$ cat src/rtl/spi_regif_pkg.sv
// Shared types and constants for the SPI register-interface slave.
package spi_regif_pkg;

   typedef enum logic [2:0] {
      ST_IDLE = 3'd0,
      ST_CMD  = 3'd1,
      ST_ADDR = 3'd2,
      ST_DATA = 3'd3,
      ST_HOLD = 3'd4
   } state_t;

   localparam logic CMD_WRITE = 1'b1;
   localparam logic CMD_READ  = 1'b0;

   // Flops in each pin synchroniser chain.
   localparam int unsigned SYNC_STAGES = 2;

   function automatic int unsigned max_u(input int unsigned a, input int unsigned b);
      return (a > b) ? a : b;
   endfunction

endpackage

$ cat src/rtl/spi_regif_sync.sv
// Pin synchroniser for the SPI slave: sclk/ss/mosi enter the clk domain
// through SYNC_STAGES flops; edges are detected and registered, so every
// event and level leaves this block 3 clk after the pin transition.
module spi_regif_sync
   import spi_regif_pkg::*;
#(
   parameter bit CPOL = 1'b0,
   parameter bit CPHA = 1'b0
) (
   input  logic clk,
   input  logic rst,
   input  logic sclk,
   input  logic ss,
   input  logic mosi,
   output logic smp,
   output logic shf,
   output logic ss_fall,
   output logic ss_rise,
   output logic ss_lvl,
   output logic mosi_s
);

   logic [SYNC_STAGES-1:0] sclk_sr;
   logic [SYNC_STAGES-1:0] ss_sr;
   logic [SYNC_STAGES-1:0] mosi_sr;
   logic                   sclk_prev;
   logic                   ss_prev;
   logic                   sclk_c;
   logic                   ss_c;
   logic                   lead_c;
   logic                   trail_c;

   assign sclk_c  = sclk_sr[SYNC_STAGES-1];
   assign ss_c    = ss_sr[SYNC_STAGES-1];
   // Leading edge leaves the CPOL idle level, trailing edge returns to it.
   assign lead_c  = CPOL ? (sclk_prev & ~sclk_c) : (~sclk_prev & sclk_c);
   assign trail_c = CPOL ? (~sclk_prev & sclk_c) : (sclk_prev & ~sclk_c);

   // Synchronise pins and register mode-selected edge events.
   // ss resets low so a select already active at reset release is not seen
   // as a fresh falling edge.
   always_ff @(posedge clk or negedge rst) begin
      if (!rst) begin
         sclk_sr   <= {SYNC_STAGES{CPOL}};
         ss_sr     <= '0;
         mosi_sr   <= '0;
         sclk_prev <= CPOL;
         ss_prev   <= 1'b0;
         smp       <= 1'b0;
         shf       <= 1'b0;
         ss_fall   <= 1'b0;
         ss_rise   <= 1'b0;
         ss_lvl    <= 1'b0;
         mosi_s    <= 1'b0;
      end else begin
         sclk_sr   <= {sclk_sr[SYNC_STAGES-2:0], sclk};
         ss_sr     <= {ss_sr[SYNC_STAGES-2:0], ss};
         mosi_sr   <= {mosi_sr[SYNC_STAGES-2:0], mosi};
         sclk_prev <= sclk_c;
         ss_prev   <= ss_c;
         smp       <= CPHA ? trail_c : lead_c;
         shf       <= CPHA ? lead_c : trail_c;
         ss_fall   <= ss_prev & ~ss_c;
         ss_rise   <= ~ss_prev & ss_c;
         ss_lvl    <= ss_c;
         mosi_s    <= mosi_sr[SYNC_STAGES-1];
      end
   end

endmodule

$ cat src/rtl/spi_regif_slave.sv
// SPI slave bridging an external master to the register bank.
// Frame: cmd bit, ADDR_W address bits, DATA_W data bits, MSB first.
// Optional macro SPI_REGIF_BURST_EN: auto-increment burst instead of HOLD.
module spi_regif_slave
   import spi_regif_pkg::*;
#(
   parameter bit          CPOL   = 1'b0,
   parameter bit          CPHA   = 1'b0,
   parameter int unsigned ADDR_W = 7,
   parameter int unsigned DATA_W = 32
) (
   input  logic              clk,
   input  logic              rst,
   input  logic              sclk,
   input  logic              ss,
   input  logic              mosi,
   output logic              miso,
   output logic              miso_oe,
   output logic [ADDR_W-1:0] address,
   output logic [DATA_W-1:0] data_out,
   output logic              we,
   output logic              re,
   input  logic [DATA_W-1:0] data_in,
   output logic              busy,
   output logic              frame_err
);

   localparam int unsigned SH_W  = max_u(ADDR_W, DATA_W);
   localparam int unsigned CNT_W = $clog2(SH_W + 1);
   localparam logic [CNT_W-1:0] ADDR_LAST = CNT_W'(ADDR_W - 1);
   localparam logic [CNT_W-1:0] DATA_LAST = CNT_W'(DATA_W - 1);

   logic smp, shf, ss_fall, ss_rise, ss_lvl, mosi_s;

   state_t            state, state_d, st_c;
   logic [CNT_W-1:0]  cnt, cnt_d;
   logic              cmd_wr, cmd_wr_d;
   logic [SH_W-2:0]   sh, sh_d;
   logic [SH_W-1:0]   sh_n_c;
   logic [ADDR_W-1:0] addr_q, addr_q_d;
   logic [DATA_W-1:0] tx, tx_d;
   logic              rd_pend, rd_pend_d;
   logic              wd, wd_d;
   logic              armed, armed_d;
   logic              fin_c;
   logic              miso_d, oe_d, we_d, re_d, busy_d, err_d;
   logic [ADDR_W-1:0] address_d;
   logic [DATA_W-1:0] data_out_d;

   spi_regif_sync #(.CPOL(CPOL), .CPHA(CPHA)) u_sync (
      .clk     (clk),
      .rst     (rst),
      .sclk    (sclk),
      .ss      (ss),
      .mosi    (mosi),
      .smp     (smp),
      .shf     (shf),
      .ss_fall (ss_fall),
      .ss_rise (ss_rise),
      .ss_lvl  (ss_lvl),
      .mosi_s  (mosi_s)
   );

   assign sh_n_c = {sh, mosi_s};

   // State register and all registered datapath/outputs.
   always_ff @(posedge clk or negedge rst) begin
      if (!rst) begin
         state     <= ST_IDLE;
         cnt       <= '0;
         cmd_wr    <= CMD_READ;
         sh        <= '0;
         addr_q    <= '0;
         tx        <= '0;
         rd_pend   <= 1'b0;
         wd        <= 1'b0;
         armed     <= 1'b0;
         miso      <= 1'b0;
         miso_oe   <= 1'b0;
         address   <= '0;
         data_out  <= '0;
         we        <= 1'b0;
         re        <= 1'b0;
         busy      <= 1'b0;
         frame_err <= 1'b0;
      end else begin
         state     <= state_d;
         cnt       <= cnt_d;
         cmd_wr    <= cmd_wr_d;
         sh        <= sh_d;
         addr_q    <= addr_q_d;
         tx        <= tx_d;
         rd_pend   <= rd_pend_d;
         wd        <= wd_d;
         armed     <= armed_d;
         miso      <= miso_d;
         miso_oe   <= oe_d;
         address   <= address_d;
         data_out  <= data_out_d;
         we        <= we_d;
         re        <= re_d;
         busy      <= busy_d;
         frame_err <= err_d;
      end
   end

   // Next-state, bit counting, shifting and strobe generation.
   always_comb begin
      state_d    = state;
      cnt_d      = cnt;
      cmd_wr_d   = cmd_wr;
      sh_d       = sh;
      addr_q_d   = addr_q;
      tx_d       = tx;
      rd_pend_d  = re;
      wd_d       = wd;
      armed_d    = armed | ss_lvl;
      fin_c      = 1'b0;
      miso_d     = miso;
      address_d  = address;
      data_out_d = data_out;
      we_d       = 1'b0;
      re_d       = 1'b0;
      err_d      = 1'b0;

      // Read data arrives one clk after the re strobe.
      if (rd_pend) tx_d = data_in;

      case (state)
         ST_IDLE: begin
            if (ss_fall && armed) begin
               state_d = ST_CMD;
               cnt_d   = '0;
               wd_d    = 1'b0;
            end
         end
         ST_CMD: begin
            if (smp) begin
               cmd_wr_d = mosi_s;
               state_d  = ST_ADDR;
               cnt_d    = '0;
            end
         end
         ST_ADDR: begin
            if (smp) begin
               sh_d = sh_n_c[SH_W-2:0];
               if (cnt == ADDR_LAST) begin
                  addr_q_d = sh_n_c[ADDR_W-1:0];
                  state_d  = ST_DATA;
                  cnt_d    = '0;
                  fin_c    = 1'b1;
                  if (cmd_wr == CMD_READ) begin
                     address_d = sh_n_c[ADDR_W-1:0];
                     re_d      = 1'b1;
                  end
               end else begin
                  cnt_d = cnt + CNT_W'(1);
               end
            end
         end
         ST_DATA: begin
            if (shf && (cmd_wr == CMD_READ)) begin
               miso_d = tx[DATA_W-1];
               tx_d   = {tx[DATA_W-2:0], 1'b0};
            end
            if (smp) begin
               sh_d = sh_n_c[SH_W-2:0];
               if (cnt == DATA_LAST) begin
                  cnt_d = '0;
                  fin_c = 1'b1;
                  wd_d  = 1'b1;
                  if (cmd_wr == CMD_WRITE) begin
                     we_d       = 1'b1;
                     address_d  = addr_q;
                     data_out_d = sh_n_c[DATA_W-1:0];
                  end
`ifdef SPI_REGIF_BURST_EN
                  addr_q_d = addr_q + ADDR_W'(1);
                  if (cmd_wr == CMD_READ) begin
                     address_d = addr_q + ADDR_W'(1);
                     re_d      = 1'b1;
                  end
`else
                  state_d = ST_HOLD;
`endif
               end else begin
                  cnt_d = cnt + CNT_W'(1);
               end
            end
         end
         ST_HOLD: begin
            state_d = ST_HOLD;
         end
         default: begin
            state_d = ST_IDLE;
         end
      endcase

      // ss rise aborts after any same-cycle sample; only a partial word errors.
      st_c = state_d;
      if (ss_rise && (state != ST_IDLE)) begin
         state_d = ST_IDLE;
         err_d   = (st_c == ST_CMD) || (st_c == ST_ADDR) ||
                   ((st_c == ST_DATA) && ((cnt_d != '0) || !(fin_c || wd_d)));
      end

      if ((state_d != ST_DATA) || (cmd_wr_d == CMD_WRITE)) miso_d = 1'b0;
      oe_d   = armed_d & ~ss_lvl;
      busy_d = (state_d != ST_IDLE);
   end

endmodule

$ cat config.mk
export PLATFORM = sky130hd
export DESIGN_NAME = spi_regif_slave
export DESIGN_NICKNAME = d
export VERILOG_FILES = /design/src/rtl/spi_regif_pkg.sv /design/src/rtl/spi_regif_sync.sv /design/src/rtl/spi_regif_slave.sv
export SDC_FILE = /design/constraint.sdc
export NUM_CORES = 1
export LEC_CHECK = 0
export ABC_AREA = 1
export CORE_ASPECT_RATIO = 0.9
export CORE_MARGIN = 3
export CORE_UTILIZATION = 54
export DETAILED_ROUTE_END_ITERATION = 7
export GPL_TIMING_DRIVEN = 0
export HOLD_SLACK_MARGIN = 0.1
export PLACE_DENSITY_LB_ADDON = 0.1
export REMOVE_ABC_BUFFERS = 1
export SLEW_MARGIN = 15
export SYNTH_ARGS = -nofsm -noshare
export SYNTH_HDL_FRONTEND = slang
export SYNTH_SLANG_ARGS = --single-unit
$ cat constraint.sdc
create_clock -name clk -period 2.1 [get_ports clk]
set_clock_uncertainty 0.1 [all_clocks]
set_input_delay 0.21 -clock clk [delete_from_list [all_inputs] [get_ports clk]]
set_output_delay 0.21 -clock clk [all_outputs]
set_load 0.1 [all_outputs]
==> metrics.txt, run 1 <==
outcome completed; number of synthesized flops with an enable pin 0; 1st-pass router iterations 4; drt total wl 12500 um; largest family of logic cells by synthesized area simple AND/OR/NAND/NOR gates; first-pass GRT wire length 21000 um; Max clock buf depth 2; Max VDD drop roughly 0.69 mV; number of antenna-violating nets in the routed design 0; area grow syn2layout 26.7%; I/O pin total 82; CP arrival roughly 1.7 ns; most frequent cells after synthesis nand2_1, dfrtp_1, o21ai_0, inv_1, o21ai_1; count leader, synth nand2_1; # diodes 0; largest delay contributor family on the critical path buffers and inverters; DRC errors left 0; synth warn 0; Total Routing Usage GR 0.214; fin. max-slew vios 0; worst min path class input pin to async pin; Mapped Cells roughly 680; Critical Path RT between 1.5 and 2 ns; Synth Flop Type dfrtp_1; Inst Count DP between 800 and 900; port bufs 81; Finished Layout Cells about 900; fmax between 0.5 and 0.6 GHz; Reg clk slew, reported paths roughly 0.060 ns; CTS buffer count 17; Post-Synth XOR/XNOR Area 0; post-synthesis sequential area ratio 0.595; Reg2Reg Launch Point cnt[1]; CP Launch Type register; origin of the worst setup path data_out[15]; initial antenna violation count 0; slowest CP cell dlygate4sd2_1; cell taking the most area after synthesis dfrtp_1; Post-Syn Area 5930 um^2; P_leak approximately 3.8 nW; Max-slew headroom 0.320; Layout Utilization 0.717; final worst path period share 0.945; post-synthesis register bit count approximately 140; GRT Residual Overflow 0; row cnt 35; H-tree levels 4; simple-gate portion of the synthesized area 0.181; Iter 0 DRT Violations between 400 and 500; fill count approximately 830; pin count of the biggest net entering global routing 110; Crit path largest cell delay roughly 0.9 ns; DR WL/cell ~14 um; Critical path buffers and inverters 1; portion of netlist area occupied by mux cells 0; initial core utilization 0.566; number of global-route vias before repair between 4k and 5k; via/cell ratio between 5 and 6; Final setup viols 0; CTS tree done; worst-skew pair later-pin latency a little over 0.4 ns; crit end category primary output; CTS sink cnt 141; Worst Setup Slack, final 0.115 ns; Core ar. around 10000 um^2; GP Congestion slightly below 0.8; Async SR Flop Fraction 1.00; share of the synthesized area in the top cell type 0.595; Die ar. between 10000 and 15000 um^2; die width 116 um; Worst-Margin Slew ~1.0 ns; detailed placer's ending HPWL slightly above 8000 um; min cycle time layout 1.98 ns; Synth area leaders dfrtp_1, nand2_1, o21ai_0; Yosys cell types 28; Nets around 800; Mean Syn Cell Area around 8.7 um^2; MaxCap Viol Count 0; CTS root buf clkbuf_16; crit path kind register to primary output; Post-Synth Adder-Cell Area 0.00422; final hold vios 0; Chip Height 105 um; PwrDens 1110 nW/um^2; Compound-Gate Fraction of Synth Area 0.139; CP max FO 2; total number of vias between 4k and 5k; total power between 0.008 and 0.009 W; CP cell instances dlygate4sd2_1; setup_tns 0 ns; pre-CTS setup slack -0.843 ns; ratio of cells with drive above 1 in the final layout 0.0916
[layout make-up]
class / instances / area [um^2] / share of cell area
multi-input cells: 422 / 2000 / 0.266
flip-flops and latches: 141 / 3540 / 0.471
inverters: 92 / 355 / 0.0473
clock inverters: 13 / 143 / 0.0190
clock buffers: 18 / 439 / 0.0585
well taps: 129 / 161 / 0.0215
repair buffers: 89 / 875 / 0.117
[through the flow]
step           cell area [um^2]  hold slack, ns
2_1_floorplan              5790          -0.186
3_3_place_gp               6770           0.233
3_5_place_dp               6850         -0.0155
4_1_cts                    7450           0.128
5_1_grt                    7510           0.121
6_report                   7510           0.139
[metal layers]
| layer | wire, um | share of wire | track usage |
|---|---|---|---|
| met5 | 0 | 0 | 0 |
| met4 | 141 | 0.011 | 0.0613 |
| met3 | 672 | 0.054 | 0.0597 |
| met2 | 5880 | 0.47 | 0.326 |
| met1 | 5830 | 0.47 | 0.302 |
[registers in the layout, indices dropped and copies added (netlist names), 2 cells and up]
| name | cells |
|---|---|
| sh | 31 |
| tx | 32 |
| u_sync.ss_sr | 2 |
| cnt | 6 |
| addr_q | 7 |
| data_out | 32 |
| u_sync.mosi_sr | 2 |
| state | 3 |
| u_sync.sclk_sr | 2 |
| address | 7 |
[where the power goes]
| group | leakage [nW] | internal [W] | switching [W] |
|---|---|---|---|
| clock | 0.271 | 0.00178 | 0.00115 |
| combinational | 1.75 | 0.000602 | 0.00147 |
| sequential | 1.79 | 0.00315 | 0.000195 |
| total | 3.82 | 0.00553 | 0.00282 |
[final timing paths]
kind | end | slack (ns) | cells after the start
setup / recovery | data_out[15] | 0.12 | 1
hold / removal | address[6] | 0.14 | 2
setup reg to reg | frame_err | 0.14 | 12
hold reg to reg | u_sync.mosi_s | 0.25 | 0
max in group asynchronous | u_sync.smp | 0.93 | 3
min in group clk | u_sync.sclk_sr[0] | 0.14 | 1
[cells in the final DEF (no fill, tap or decap), drive strengths merged]
cell	n
nand3	20
a31oi	2
inv	93
dfrtp	141
nand2	206
ha	2
a21boi	1
nor3	2
o21ai	147
o211ai	1
or2	1
o2111ai	2
nor2	29
clkbuf	18
bufinv	2
dlygate4sd2	45
clkinv	5
buf	8
or3	1
clkdlybuf4s50	35
nand4	1
clkinvlp	5
dlygate4sd3	1
a21oi	7
[cell families after synthesis]
kind of cell | count (synthesis)
AND/OR/NAND/NOR | 258
flip-flops | 141
adder cells (fa/ha/maj) | 2
buffers and inverters | 122
AO/OA/AOI/OAI | 160
[repair_timing]
item                       4_1_cts  5_1_grt
setup endpoints to repair      127       42
setup buffers                    0        4
gates cloned                     2        0
resized for setup               52       12
hold endpoints to repair       141        0
hold buffers                     1        0
pin swaps                        1        2
Note: power is estimated with default switching activity, not from simulation.
==> run 2, diff against run 1 <==
--- a/config.mk
+++ b/config.mk
@@ -14,6 +14,7 @@
 export HOLD_SLACK_MARGIN = 0.1
 export PLACE_DENSITY_LB_ADDON = 0.1
 export REMOVE_ABC_BUFFERS = 1
+export SKIP_CTS_REPAIR_TIMING = 1
 export SLEW_MARGIN = 15
 export SYNTH_ARGS = -nofsm -noshare
 export SYNTH_HDL_FRONTEND = slang
==> run 2 against run 1 <==
Register-to-register slack got worse by 0.08 ns; maximum frequency down 2.7%; sequential power barely moved; largest cell class unchanged.
==> metrics.txt, run 2 (same netlist as run 1, synthesis figures left out) <==
Comb power frac 0.248 (about the same); initial core utilization 0.566 (unchanged); GRT Residual Overflow 0 (unchanged); via/cell ratio 5.12 (+0.99%); Reg clk slew, reported paths 0.06 ns (about the same); port bufs 81 (unchanged); origin of the worst setup path state[0]; pre-CTS setup slack -0.843 ns (unchanged); MaxCap Viol Count 0 (unchanged); Layout Utilization 0.731 (+0.0139); CP Launch Type register; first-pass GRT wire length 20400 um (-2.8%); DRC errors left 0 (unchanged); crit path kind register to register; DR WL/cell 14.2 um (+2.4%); worst reg-to-reg setup slack 0.06 ns (-0.08 ns); Worst Setup EP frame_err; Net Sw Power 0.00281 W (-0.22%); fin. max-slew vios 0 (unchanged); Nets 800 (-0.25%); die width 116 um (unchanged); RSZ-0062 raised after global routing true; I/O pin total 82 (unchanged); area grow syn2layout 29.1%; initial antenna violation count 0 (unchanged); Worst-Margin Slew 1.02 ns (-0.00392 ns); number of global-route vias before repair 4307 (-2.0%); final hold vios 0 (unchanged); CTS sink cnt 141 (unchanged); CTS buffer count 17 (unchanged); worst-skew pair later-pin latency 0.41 ns (about the same); Chip Height 105 um (unchanged); number of antenna-violating nets in the routed design 0 (unchanged); H-tree levels 4 (unchanged); P_int 0.00555 W (+0.23%); Max VDD drop 0.685 mV (-0.97%); drt total wl 12800 um (+2.2%); pin count of the biggest net entering global routing 110 (unchanged); Total Routing Usage GR 0.208 (-0.00680); flip-flop and latch area 3530 um^2 (about the same); switching part of the total 0.337 (-0.00100); 1st-pass router iterations 5 (+1); fmax 0.490 GHz (-2.7%); worst reg2reg path depth 11 (-1); worst r2r dst frame_err; Max-slew headroom 0.319 (-0.00121); Max clock buf depth 2 (unchanged); CP arrival 2.22 ns (+0.55 ns); Final setup viols 0 (unchanged); outcome completed; most frequent cells in the layout nand2_1, dfrtp_1, o21ai_0, inv_1, dlymetal6s2s_1; Die ar. 12300 um^2 (unchanged); sequential power share 0.402 (about the same); Inst Count DP 866 (unchanged); Reg2Reg Launch Point state[0]; # diodes 0 (unchanged); Finished Layout Cells 902 (-0.22%); Worst Setup Slack, final 0.0605 ns (-0.0546 ns); CTS tree done; row cnt 35 (unchanged); GP Congestion 0.791 (unchanged); CTS root buf clkbuf_16; most common cell after layout, fill and taps aside nand2_1; worst min path class input pin to register; Core ar. 10500 um^2 (unchanged); Critical Path RT 2.28 ns (+0.49 ns); PwrDens 1090 nW/um^2 (-1.8%); Regs by FF count data_out (32), tx (32), sh (31); CP max FO 16 (+14); P_leak 4.41 nW (+15%); Iter 0 DRT Violations 377 (-8.0%); crit end category register; area of the multi-input gates 2000 um^2 (unchanged); final worst path period share 0.971 (+0.0260); fill count 789 (-4.5%); ratio of cells with drive above 1 in the final layout 0.0867 (-0.00494); detailed placer's ending HPWL 8070 um (unchanged); Worst Min Path Start sclk; min cycle time layout 2.04 ns (+0.0546 ns); Clk pwr share 0.350 (about the same); total number of vias 4619 (+0.76%)
run 2: cell count changes in the layout (fill, tap and decap cells not counted), sizes merged:
cell | before | now
buf | 8 | 5
nand3 | 20 | 21
dlymetal6s2s | 0 | 45
clkinv | 5 | 4
inv | 93 | 94
dlygate4sd2 | 45 | 0
run 2: power by group through the flow:
stage | sequential, W | clock (W) | combinational [W]
after floorplan | 0.00385 | 0 | 0.000989
after global placement | 0.00339 | 0 | 0.00193
after detailed placement | 0.00339 | 0 | 0.00200
after CTS | 0.00335 | 0.00296 | 0.00202
after global routing | 0.00341 | 0.00308 | 0.00232
final | 0.00336 | 0.00293 | 0.00207
run 2: layout make-up:
| type | count | area share |
|---|---|---|
| Clock buffer | 18 | 0.0574 |
| Sequential cell | 141 | 0.462 |
| Tap cell | 129 | 0.0211 |
| Multi-Input combinational cell | 423 | 0.261 |
| Inverter | 92 | 0.0464 |
| Clock inverter | 13 | 0.0186 |
| Timing Repair Buffer | 86 | 0.133 |
run 2: worst min-delay path by stage:
stage / endpoint / slack [ns] / cells after the start
2_1_floorplan: addr_q[0] / -0.19 / 0
3_3_place_gp: u_sync.sclk_sr[1] / 0.23 / 0
3_5_place_dp: address[6] / -0.02 / 1
4_1_cts: address[6] / -0.45 / 1
5_1_grt: u_sync.sclk_sr[0] / 0.12 / 1
6_report: u_sync.sclk_sr[0] / 0.14 / 1
run 2: metal layers:
metal | global-route usage | vias to the layer above | part of all wire
met1 | 0.289 | 2192 | 0.46
met5 | 0 | - | 0
li1 | - | 2311 | -
met3 | 0.0608 | 15 | 0.054
met4 | 0.0597 | 0 | 0.011
met2 | 0.317 | 101 | 0.47
run 2: per-stage QoR:
step | area (um^2) | hold slack, ns | TNS (ns) | total power (W)
after floorplan | 5790 | -0.186 | -7.10 | 0.00484
after global routing | 7650 | 0.121 | -0.0526 | 0.00881
after detailed placement | 6850 | -0.0155 | -20.97 | 0.00540
after CTS | 7430 | -0.447 | -27.37 | 0.00833
final | 7650 | 0.142 | 0 | 0.00836
after global placement | 6770 | 0.233 | -704.03 | 0.00532
run 2: worst max-delay path, stage by stage (launching register included):
cell and delay [ns]:
dfrtp_1 0.49, nand2_1 0.14, nor2_4 0.26, inv_2 0.18, nand3_1 0.13, nand2_1 0.10, nand2_1 0.08, inv_1 0.04
nor2_1 0.13, nand2_1 0.08, nor2_1 0.10, a21oi_1 0.07
==> run 3, diff against run 2 <==
--- a/config.mk
+++ b/config.mk
@@ -5,15 +5,16 @@
 export SDC_FILE = /design/constraint.sdc
 export NUM_CORES = 1
 export LEC_CHECK = 0
-export ABC_AREA = 1
 export CORE_ASPECT_RATIO = 0.9
 export CORE_MARGIN = 3
 export CORE_UTILIZATION = 54
 export DETAILED_ROUTE_END_ITERATION = 7
+export GPL_ROUTABILITY_DRIVEN = 0
 export GPL_TIMING_DRIVEN = 0
 export HOLD_SLACK_MARGIN = 0.1
 export PLACE_DENSITY_LB_ADDON = 0.1
 export REMOVE_ABC_BUFFERS = 1
+export SETUP_SLACK_MARGIN = 0.5
 export SKIP_CTS_REPAIR_TIMING = 1
 export SLEW_MARGIN = 15
 export SYNTH_ARGS = -nofsm -noshare
==> run 3 against run 2 <==
Utilization increased by 3.3 points; synthesized cell count is 35% lower; worst setup slack lost 0.29 ns; combinational power shrank 21%; critical path depth fell by 4; non-clock buffer count grew 29; die area is 2.0% lower; cell count decreased by 23%; the run now ends with setup timing left.
==> metrics.txt, run 3 <==
final hold vios 0 (unchanged); Async SR Flop Fraction 1.00 (unchanged); Mean Syn Cell Area 13.1 um^2 (+51%); worst r2r dst frame_err; min cycle time layout 2.33 ns (+0.292 ns); ratio of cells with drive above 1 in the final layout 0.423 (+0.336); Worst Setup Slack, final -0.231 ns (-0.292 ns); Max clock buf depth 2 (unchanged); Post-Synth XOR/XNOR Area 0 (unchanged); area grow syn2layout 36.1%; Reg clk slew, reported paths 0.06 ns (about the same); number of antenna-violating nets in the routed design 0 (unchanged); # diodes 0 (unchanged); switching part of the total 0.305 (-0.0316); Clk pwr share 0.364 (+0.014); Max-slew headroom 0.618 (+0.300); most common cell after layout, fill and taps aside dfrtp_1; DR WL/cell 18.8 um (+33%); cell taking the most area after synthesis dfrtp_1; most frequent cells in the layout dfrtp_1, mux2_2, mux2i_1, clkbuf_2, clkdlybuf4s50_1; Synth area leaders dfrtp_1, mux2_2, mux2i_1; initial core utilization 0.561 (-0.00503); Die ar. 12000 um^2 (-2.0%); RSZ-0062 raised after global routing true; crit end category register; fill count 646 (-18%); synth warn 0 (unchanged); MaxCap Viol Count 0 (unchanged); worst min path class input pin to register; PwrDens 1050 nW/um^2 (-4.3%); I/O pin total 82 (unchanged); worst reg2reg path depth 7 (-4); sequential power share 0.439 (+0.037); Hold Crit Depth 1 (unchanged); detailed placer's ending HPWL 7080 um (-12%); Inst Count DP 633 (-27%); CP Launch Type register; Post-Synth Adder-Cell Area 0.00431 (+0.0000920); count leader, synth dfrtp_1; Yosys cell types 47 (+68%); Net Sw Power 0.00252 W (-11%); Nets 591 (-26%); Chip Height 104 um (-1.0%); fmax 0.429 GHz (-13%); CP arrival 2.51 ns (+0.29 ns); pre-CTS setup slack -0.815 ns (+0.0283 ns); 1st-pass router iterations 5 (unchanged); number of global-route vias before repair 3769 (-12%); CTS buffer count 17 (unchanged); final worst path period share 1.11 (+0.139); Total Routing Usage GR 0.195 (-0.0122); Synth Flop Type dfrtp_1; DRC errors left 0 (unchanged); share of the synthesized area in the top cell type 0.608 (+0.0130); CTS root buf clkbuf_16; post-synthesis sequential area ratio 0.608 (+0.0130); Mapped Cells 443 (-35%); P_leak 3.77 nW (-14%); number of synthesized flops with an enable pin 0 (unchanged); pin count of the biggest net entering global routing 87 (-21%); most frequent cells after synthesis dfrtp_1, nand2_1, o21ai_0, mux2_2, mux2i_1; total number of vias 3927 (-15%); Hold Path Sink u_sync.mosi_sr[0]; failing checks setup timing; Critical Path RT 2.28 ns (about the same); Reg2Reg Launch Point cnt[1]; Regs by FF count data_out (32), tx (32), sh (31); CTS sink cnt 141 (unchanged); port bufs 81 (unchanged); post-synthesis register bit count 141 (unchanged); Comb power frac 0.197 (-0.051); simple-gate portion of the synthesized area 0.0880 (-0.0931); drt total wl 13100 um (+2.2%); Core ar. 10300 um^2 (-1.3%); P_int 0.00574 W (+3.5%); Max VDD drop 0.917 mV (+34%); crit path kind register to register; via/cell ratio 5.66 (+10%); first-pass GRT wire length 18600 um (-8.7%); Compound-Gate Fraction of Synth Area 0.0667 (-0.0721); Worst-Margin Slew 0.575 ns (-0.445 ns); Post-Syn Area 5800 um^2 (-2.1%); total power 0.00826 W (-1.2%); worst-skew pair later-pin latency 0.41 ns (about the same); fin. max-slew vios 0 (unchanged); Worst Min Path Start mosi; worst reg-to-reg setup slack -0.23 ns (-0.29 ns); outcome finished with violations; H-tree levels 4 (unchanged); CP max FO 6 (-10); largest family of logic cells by synthesized area multiplexers; row cnt 35 (unchanged); portion of netlist area occupied by mux cells 0.209 (+0.209); initial antenna violation count 0 (unchanged); Finished Layout Cells 694 (-23%); CTS tree done; Iter 0 DRT Violations 217 (-42%); Final setup viols 38 (+38); die width 115 um (-1.0%); GRT Residual Overflow 0 (unchanged)
==> run 3: power by group through the flow <==
stage          combinational (W)  sequential, W  clock (W)
2_1_floorplan           0.000675        0.00354          0
3_3_place_gp             0.00104        0.00350          0
3_5_place_dp             0.00111        0.00353          0
4_1_cts                  0.00112        0.00349    0.00304
5_1_grt                  0.00177        0.00368    0.00318
6_report                 0.00163        0.00363    0.00300
==> run 3: per-layer routing <==
layer	part of all wire	wire [um]	up-vias	GRT usage
met2	0.53	6900	115	0.295
li1	-	-	1793	-
met3	0.055	713	15	0.0704
met4	0.010	134	0	0.0511
met5	0	0	-	0
met1	0.41	5330	2004	0.269
==> run 3: logic make-up (layout without fill, tap and decap cells) <==
logic type / count (synthesis) / after routing
buf+inv: 31 / 153
flops: 141 / 141
simple gates: 92 / 92
mux: 112 / 112
fa+ha+maj: 2 / 2
compound gates: 65 / 65
==> run 3: layout make-up <==
cell class | instances | area (um^2) | share of cell area
clock buffer | 19 | 443 | 0.0561
clock inverter | 13 | 154 | 0.0195
inverter | 6 | 22.5 | 0.00285
multi-input combinational | 271 | 2510 | 0.318
sequential | 141 | 3540 | 0.448
tap | 129 | 161 | 0.0204
timing repair buffer | 115 | 1060 | 0.135
==> run 3: critical path, cell delays in order, from the launching register on <==
cell,delay [ns]
dfrtp_2,0.43
ha_2,0.25
and4b_4,0.30
nand3_1,0.16
a32oi_1,0.38
o31ai_4,0.14
a41oi_1,0.29
a31oi_1,0.15
==> run 3: stage by stage <==
stage,hold WS [ns],setup TNS (ns),area (um^2),util
3_3_place_gp,0.233,-792.52,6660,0.644
2_1_floorplan,-0.186,-64.17,5680,-
3_5_place_dp,0.0546,-49.34,6780,0.656
4_1_cts,-0.385,-57.08,7380,0.714
6_report,0.131,-3.92,7900,0.764
5_1_grt,0.133,-7.60,7900,0.764
==> run 3: worst max path at each step <==
stage	start	endpoint	slack [ns]
2_1_floorplan	state[1]	miso	-1.43
3_3_place_gp	rst	data_out[17]	-4.73
3_5_place_dp	state[1]	data_out[26]	-0.81
4_1_cts	state[1]	data_out[31]	-0.85
5_1_grt	cnt[1]	frame_err	-0.28
6_report	cnt[1]	frame_err	-0.23
